[src/rtl/usb2_crc_stream.sv]
// ----------------------------------------------------------------------------
// usb2_crc_stream
//
// Parametrised streaming USB 2.0 CRC engine. Packet data arrives in beats of
// up to DATA_W bits (bit 0 on the wire first). A whole beat is folded into the
// CRC register in one cycle. When the last beat of a packet is accepted, the
// result is presented on the next cycle and held until the consumer takes it.
// The same block serves TX (append out_crc) and RX (check out_ok against the
// good-packet residual).
//
// Ports:
//   clk        system clock
//   reset_n    asynchronous active-low reset
//   in_valid   input beat valid
//   in_ready   engine can accept a beat (depends only on FSM state)
//   in_sop     first beat of packet; reseeds the register to all ones
//   in_eop     last beat of packet
//   in_data    beat data, LSB-aligned, bit 0 first
//   in_nbits   valid bits on an eop beat (0 or > DATA_W means DATA_W)
//   out_valid  result valid, held until out_ready
//   out_ready  consumer accepts result
//   out_crc    bit-reversed complement of the register (bit 0 sent first)
//   out_ok     register equals RESIDUAL (RX good-packet check)
//   busy       packet in progress, from sop accept to result accept
// ----------------------------------------------------------------------------
module usb2_crc_stream #(
    parameter int                 CRC_W    = 16,
    parameter logic [CRC_W-1:0]   POLY     = 16'h8005,
    parameter logic [CRC_W-1:0]   RESIDUAL = 16'h800D,
    parameter int                 DATA_W   = 8
) (
    input  logic                          clk,
    input  logic                          reset_n,
    input  logic                          in_valid,
    output logic                          in_ready,
    input  logic                          in_sop,
    input  logic                          in_eop,
    input  logic [DATA_W-1:0]             in_data,
    input  logic [$clog2(DATA_W+1)-1:0]   in_nbits,
    output logic                          out_valid,
    input  logic                          out_ready,
    output logic [CRC_W-1:0]              out_crc,
    output logic                          out_ok,
    output logic                          busy
);

    localparam int               NB_W    = $clog2(DATA_W + 1);
    localparam logic [NB_W-1:0]  DATA_NB = NB_W'(DATA_W);
    localparam logic [CRC_W-1:0] SEED    = '1;

    typedef enum logic [1:0] {
        S_IDLE  = 2'd0,
        S_ACCUM = 2'd1,
        S_DONE  = 2'd2
    } state_t;

    state_t            r_state;
    state_t            w_next_state;
    logic [CRC_W-1:0]  r_crc;
    logic [CRC_W-1:0]  w_crc_next;
    logic [CRC_W-1:0]  w_fold;
    logic [NB_W-1:0]   w_nbits;
    logic              w_fire;

    // Serial CRC step unrolled across the beat; bits at or above nbits are
    // skipped so a partial last beat folds only its valid low-order bits.
    function automatic logic [CRC_W-1:0] fold_bits(
        input logic [CRC_W-1:0]  crc_in,
        input logic [DATA_W-1:0] data,
        input logic [NB_W-1:0]   nbits
    );
        logic [CRC_W-1:0] c;
        logic             fb;
        c = crc_in;
        for (int i = 0; i < DATA_W; i++) begin
            if (NB_W'(i) < nbits) begin
                fb = data[i] ^ c[CRC_W-1];
                c  = {c[CRC_W-2:0], 1'b0} ^ (fb ? POLY : '0);
            end
        end
        return c;
    endfunction

    // Non-eop beats are always full width; on eop, 0 and oversize counts both
    // collapse to DATA_W.
    always_comb begin
        w_nbits = DATA_NB;
        if (in_eop && (in_nbits != '0) && (in_nbits < DATA_NB)) begin
            w_nbits = in_nbits;
        end
    end

    // A sop beat always starts from the seed, which also covers the abort
    // case where a new sop arrives while a packet is still accumulating.
    assign w_fold = fold_bits(in_sop ? SEED : r_crc, in_data, w_nbits);
    assign w_fire = in_valid && in_ready;

    // NOTE: every output of this block gets a default before the case so no
    // path leaves a signal unassigned; otherwise synthesis infers latches.
    always_comb begin
        w_next_state = r_state;
        w_crc_next   = r_crc;
        in_ready     = 1'b1;
        out_valid    = 1'b0;
        busy         = 1'b1;
        unique case (r_state)
            S_IDLE: begin
                busy = 1'b0;
                if (w_fire && in_sop) begin
                    w_crc_next   = w_fold;
                    w_next_state = in_eop ? S_DONE : S_ACCUM;
                end
            end
            S_ACCUM: begin
                if (w_fire) begin
                    w_crc_next   = w_fold;
                    w_next_state = in_eop ? S_DONE : S_ACCUM;
                end
            end
            S_DONE: begin
                in_ready  = 1'b0;
                out_valid = 1'b1;
                if (out_ready) begin
                    w_next_state = S_IDLE;
                end
            end
            default: begin
                w_next_state = S_IDLE;
            end
        endcase
    end

    // NOTE: state is updated with non-blocking assignments so every register
    // samples the pre-edge values, independent of block ordering.
    always_ff @(posedge clk or negedge reset_n) begin
        if (!reset_n) begin
            r_state <= S_IDLE;
            r_crc   <= SEED;
        end else begin
            r_state <= w_next_state;
            r_crc   <= w_crc_next;
        end
    end

    // The register holds the CRC MSB-first; the wire wants it LSB-first and
    // inverted. With the all-ones seed this reads as zero straight out of reset.
    always_comb begin
        out_crc = '0;
        for (int i = 0; i < CRC_W; i++) begin
            out_crc[i] = ~r_crc[CRC_W-1-i];
        end
    end

    assign out_ok = (r_state == S_DONE) && (r_crc == RESIDUAL);

endmodule

[config.mk]
export PLATFORM = sky130hd
export DESIGN_NAME = usb2_crc_stream
export DESIGN_NICKNAME = d
export VERILOG_FILES = /design/src/rtl/usb2_crc_stream.sv
export SDC_FILE = /design/constraint.sdc
export NUM_CORES = 1
export LEC_CHECK = 0
export CAP_MARGIN = 20
export CORE_ASPECT_RATIO = 0.5
export CORE_MARGIN = 4
export CORE_UTILIZATION = 60
export DETAILED_ROUTE_END_ITERATION = 12
export DONT_BUFFER_PORTS = 1
export PLACE_DENSITY = 0.75
export SETUP_SLACK_MARGIN = 0.1
export SLEW_MARGIN = 40
export SYNTH_ARGS = -nofsm -noshare
export SYNTH_HDL_FRONTEND = slang
export SYNTH_SLANG_ARGS = --single-unit
[constraint.sdc]
create_clock -name clk -period 3.46 [get_ports clk]
set_input_delay 0.519 -clock clk [delete_from_list [all_inputs] [get_ports clk]]
set_output_delay 0.519 -clock clk [all_outputs]
set_load 0.02 [all_outputs]
==> flow_summary_export.csv <==
group,metric,value,unit
run_status,status,"finished, final reports clean",
die,ios,38,
timing,skew,0.00115,ns
cts,path_clk_slew,0.08,ns
drt,viasPerCell,7.23,
timing,slew_viol_final,0,
critical_path,rr_worst_depth,11,
power_and_ir_drop,switchingPower,1.32,mW
cts,htree_levels,1,
cts,clock-sinks,18,
critical_path,crit_type,"reg -> reg",
logic_synthesis,ys_ff_latch,18,
timing,setup_tns,0,ns
timing,setup_viol,0,
finish,area_delta_synth_final,12.0,%
timing,hold_viol_final,0,
placement,port_buffers,0,
timing,fin_crit_sh,94.5,%
finish,drive_gt1_share,19.6,%
cts,insertion_delay,0.26,ns
die,num_rows,17,
cts,clockRootBuffer,"clkbuf_8",
cts,clockBufferDepth,2,
grt,grt_usage,34.6,%
cts,cts_made_buffers,3,
critical_path,slowest_stage,"dfstp_2",
die,core,0.00459,mm²
power_and_ir_drop,pwr-share-clk,7.5,%
power_and_ir_drop,vdd_drop_max,0.000506,V
timing,hold-worst-slack,0.0941,ns
drt,routed_wl,11200,µm
critical_path,cp_data_required_time,3.64,ns
logic_synthesis,synthArstFlopShare,100,%
critical_path,crit_chain,"inv_1, or3_4, o211ai_2, nor3_1, o311ai_2, a21oi_2, nor4_4, nor3_1, or2_1, xnor2_1, o211ai_1",
drt,first_pass_iters,6,
drt,wire_per_inst,21.8,µm
logic_synthesis,netlist_instances,452,
timing,min_period,3.27,ns
critical_path,critPathCaptureType,"flip-flop",
drt,drtIter0Drc,667,
logic_synthesis,synth_edf_count,0,
critical_path,worst-endpoint-arrival,3.45,ns
finish,num_antenna_cells,0,
grt,first_global_vias,3303,
die,start_util,64.8,%
power_and_ir_drop,internal-power,1.10,mW
flow_run,drv_cap,0,
critical_path,r2r-start,"r_crc[13]",
power_and_ir_drop,combPwrFrac,70.6,%
logic_synthesis,synth_nets,470,
power_and_ir_drop,leakagePower,1.27,nW
logic_synthesis,syn_avg_cell_area,6.58,µm²
grt,antenna_found_initial,0,
critical_path,setup.worst_path.start,"r_crc[13]",
drt,vias,3731,
logic_synthesis,yosysSeqAreaShare,15.8,%
placement,gp_congestion,1.05,
logic_synthesis,ys.flop_type,"dfstp_2",
logic_synthesis,netlist_area,0.00298,mm²
die,die_width,108,µm
drt,detail-route-antenna-nets,0,
finish,n_fill_cell,404,
min_path,hp-class,"in -> async",
logic_synthesis,synth_warnings,0,
critical_path,max_stage_delay,0.62,ns
timing,tightest_slew,0.687,ns
critical_path,cp_common_cell,"nor3_1",
die,die_area,0.00622,mm²
cts,cts_tree,"done",
drt,drc,0,
timing,fmax,0.306,GHz
timing,slew_headroom,53.7,%
power_and_ir_drop,powerDensity,727,mW/mm²
grt,grt_pass1_wl,17100,µm
power_and_ir_drop,switching_share,54.4,%
timing,rsz0062_at_grt,"yes",
logic_synthesis,synth.distinct_cells,67,
critical_path,crit_path_max_fanout,6,
die,chipHeight,57.8,µm
grt,grt_max_degree,42,
finish,fin_nets,469,
critical_path,startpoint_type,"flip-flop",
placement,dp_hpwl,8290,µm
power_and_ir_drop,pwr-share-seq,21.9,%
grt,grt.overflow.total,0,
==> placed cells by master (no fill, tap or decap), types with 3 or more instances in the layout <==
cell / n
a211oi_1: 8
a21oi_1: 36
a22oi_1: 4
a31oi_1: 6
and2_1: 3
and3_1: 6
buf_4: 31
clkbuf_8: 4
dfstp_2: 16
inv_1: 20
mux2_2: 7
mux2i_1: 4
nand2_1: 45
nand2b_1: 4
nand3_1: 17
nand4_1: 6
nor2_1: 48
nor2b_1: 4
nor3_1: 13
nor4_1: 3
o211a_1: 3
o211ai_1: 13
o21ai_0: 37
o21ai_1: 4
o221ai_1: 8
o22ai_1: 6
o31a_1: 3
o31ai_1: 4
or2_1: 3
or2_2: 3
or3_1: 6
xnor2_1: 14
xor2_1: 6
==> layer usage <==
metal	share of wire [%]	global-route usage [%]	up-vias
li1	-	-	1660
met1	41	50.4	1705
met2	39	50.0	330
met3	18	12.1	36
met4	1.5	5.58	0
met5	0	0	-
==> logic make-up after synthesis <==
kind of cell	Yosys count	share of synthesized area [%]
multiplexers	11	4.00
XOR/XNOR	23	7.23
flip-flops	18	15.8
AND/OR/NAND/NOR	179	29.6
buffers and inverters	60	7.95
AO/OA/AOI/OAI	161	35.4
==> path summary, 6_finish.rpt <==
path                              end  slack [ns]
min reg2reg                r_state[0]        0.48
max in group asynchronous  r_state[1]        2.85
max                          r_crc[3]        0.19
min                         r_crc[13]        0.09
max reg2reg                  r_crc[3]        0.19
min in group clk           r_state[0]        0.34
==> what timing repair did <==
action                                  in CTS  in global routing
setup buffers                                0                  5
pin swaps                                    0                 10
hold buffers                                 1                  0
resized for setup                            4                 19
hold endpoints to repair                     2                  0
endpoints found under the setup margin       3                  6
==> cell usage after synthesis, drive strengths merged (8+ instances only) <==
cell	n	area, µm²
nor2	50	198
nand2	45	169
a211oi	8	60.1
inv	21	78.8
o221ai	8	70.1
nand3	19	95.1
dfstp	16	420
a21oi	38	190
xnor2	15	131
clkbuf	32	120
o21ai	42	210
nor3	15	80.1
o211ai	14	110
==> worst max-delay path, delay by kind of cell, from the launching register on <==
family          cells  cell delay, ns
simple gates        5            1.40
xor+xnor            1            0.28
flops               1            0.62
buf+inv             1            0.09
compound gates      4            0.81
==> power by group through the flow <==
stage          combinational (mW)  sequential, mW  clock (mW)
6_report                     1.71           0.531       0.181
5_1_grt                      1.83           0.530       0.192
4_1_cts                      1.53           0.512       0.180
3_5_place_dp                 1.50           0.515           0
3_3_place_gp                 1.46           0.516           0
2_1_floorplan                1.14           0.431           0
==> registers in the layout, indices dropped and copies added, names as in the netlist <==
name and count:
r_crc 16, r_state 2
==> final cells by class <==
class,count,area [µm²],share of cell area (%)
Clock buffer,4,55.1,1.65
Timing Repair Buffer,33,248,7.44
Inverter,21,78.8,2.37
Multi-Input combinational cell,374,2400,71.9
Sequential cell,18,470,14.1
Tap cell,66,82.6,2.48
==> through the flow <==
| step | power [mW] | cells | utilization (%) | cell area, µm² | worst slack (ns) |
|---|---|---|---|---|---|
| after floorplan | 1.57 | 452 | - | 2980 | 0.254 |
| after global placement | 1.98 | 506 | 67.5 | 3100 | 0.117 |
| after detailed placement | 2.02 | 506 | 67.5 | 3100 | -0.0742 |
| after CTS | 2.22 | 511 | 69.5 | 3190 | 0.129 |
| after global routing | 2.55 | 516 | 72.5 | 3330 | 0.0401 |
| final | 2.42 | 516 | 72.5 | 3330 | 0.189 |
Power figures use the tool's default switching activity.
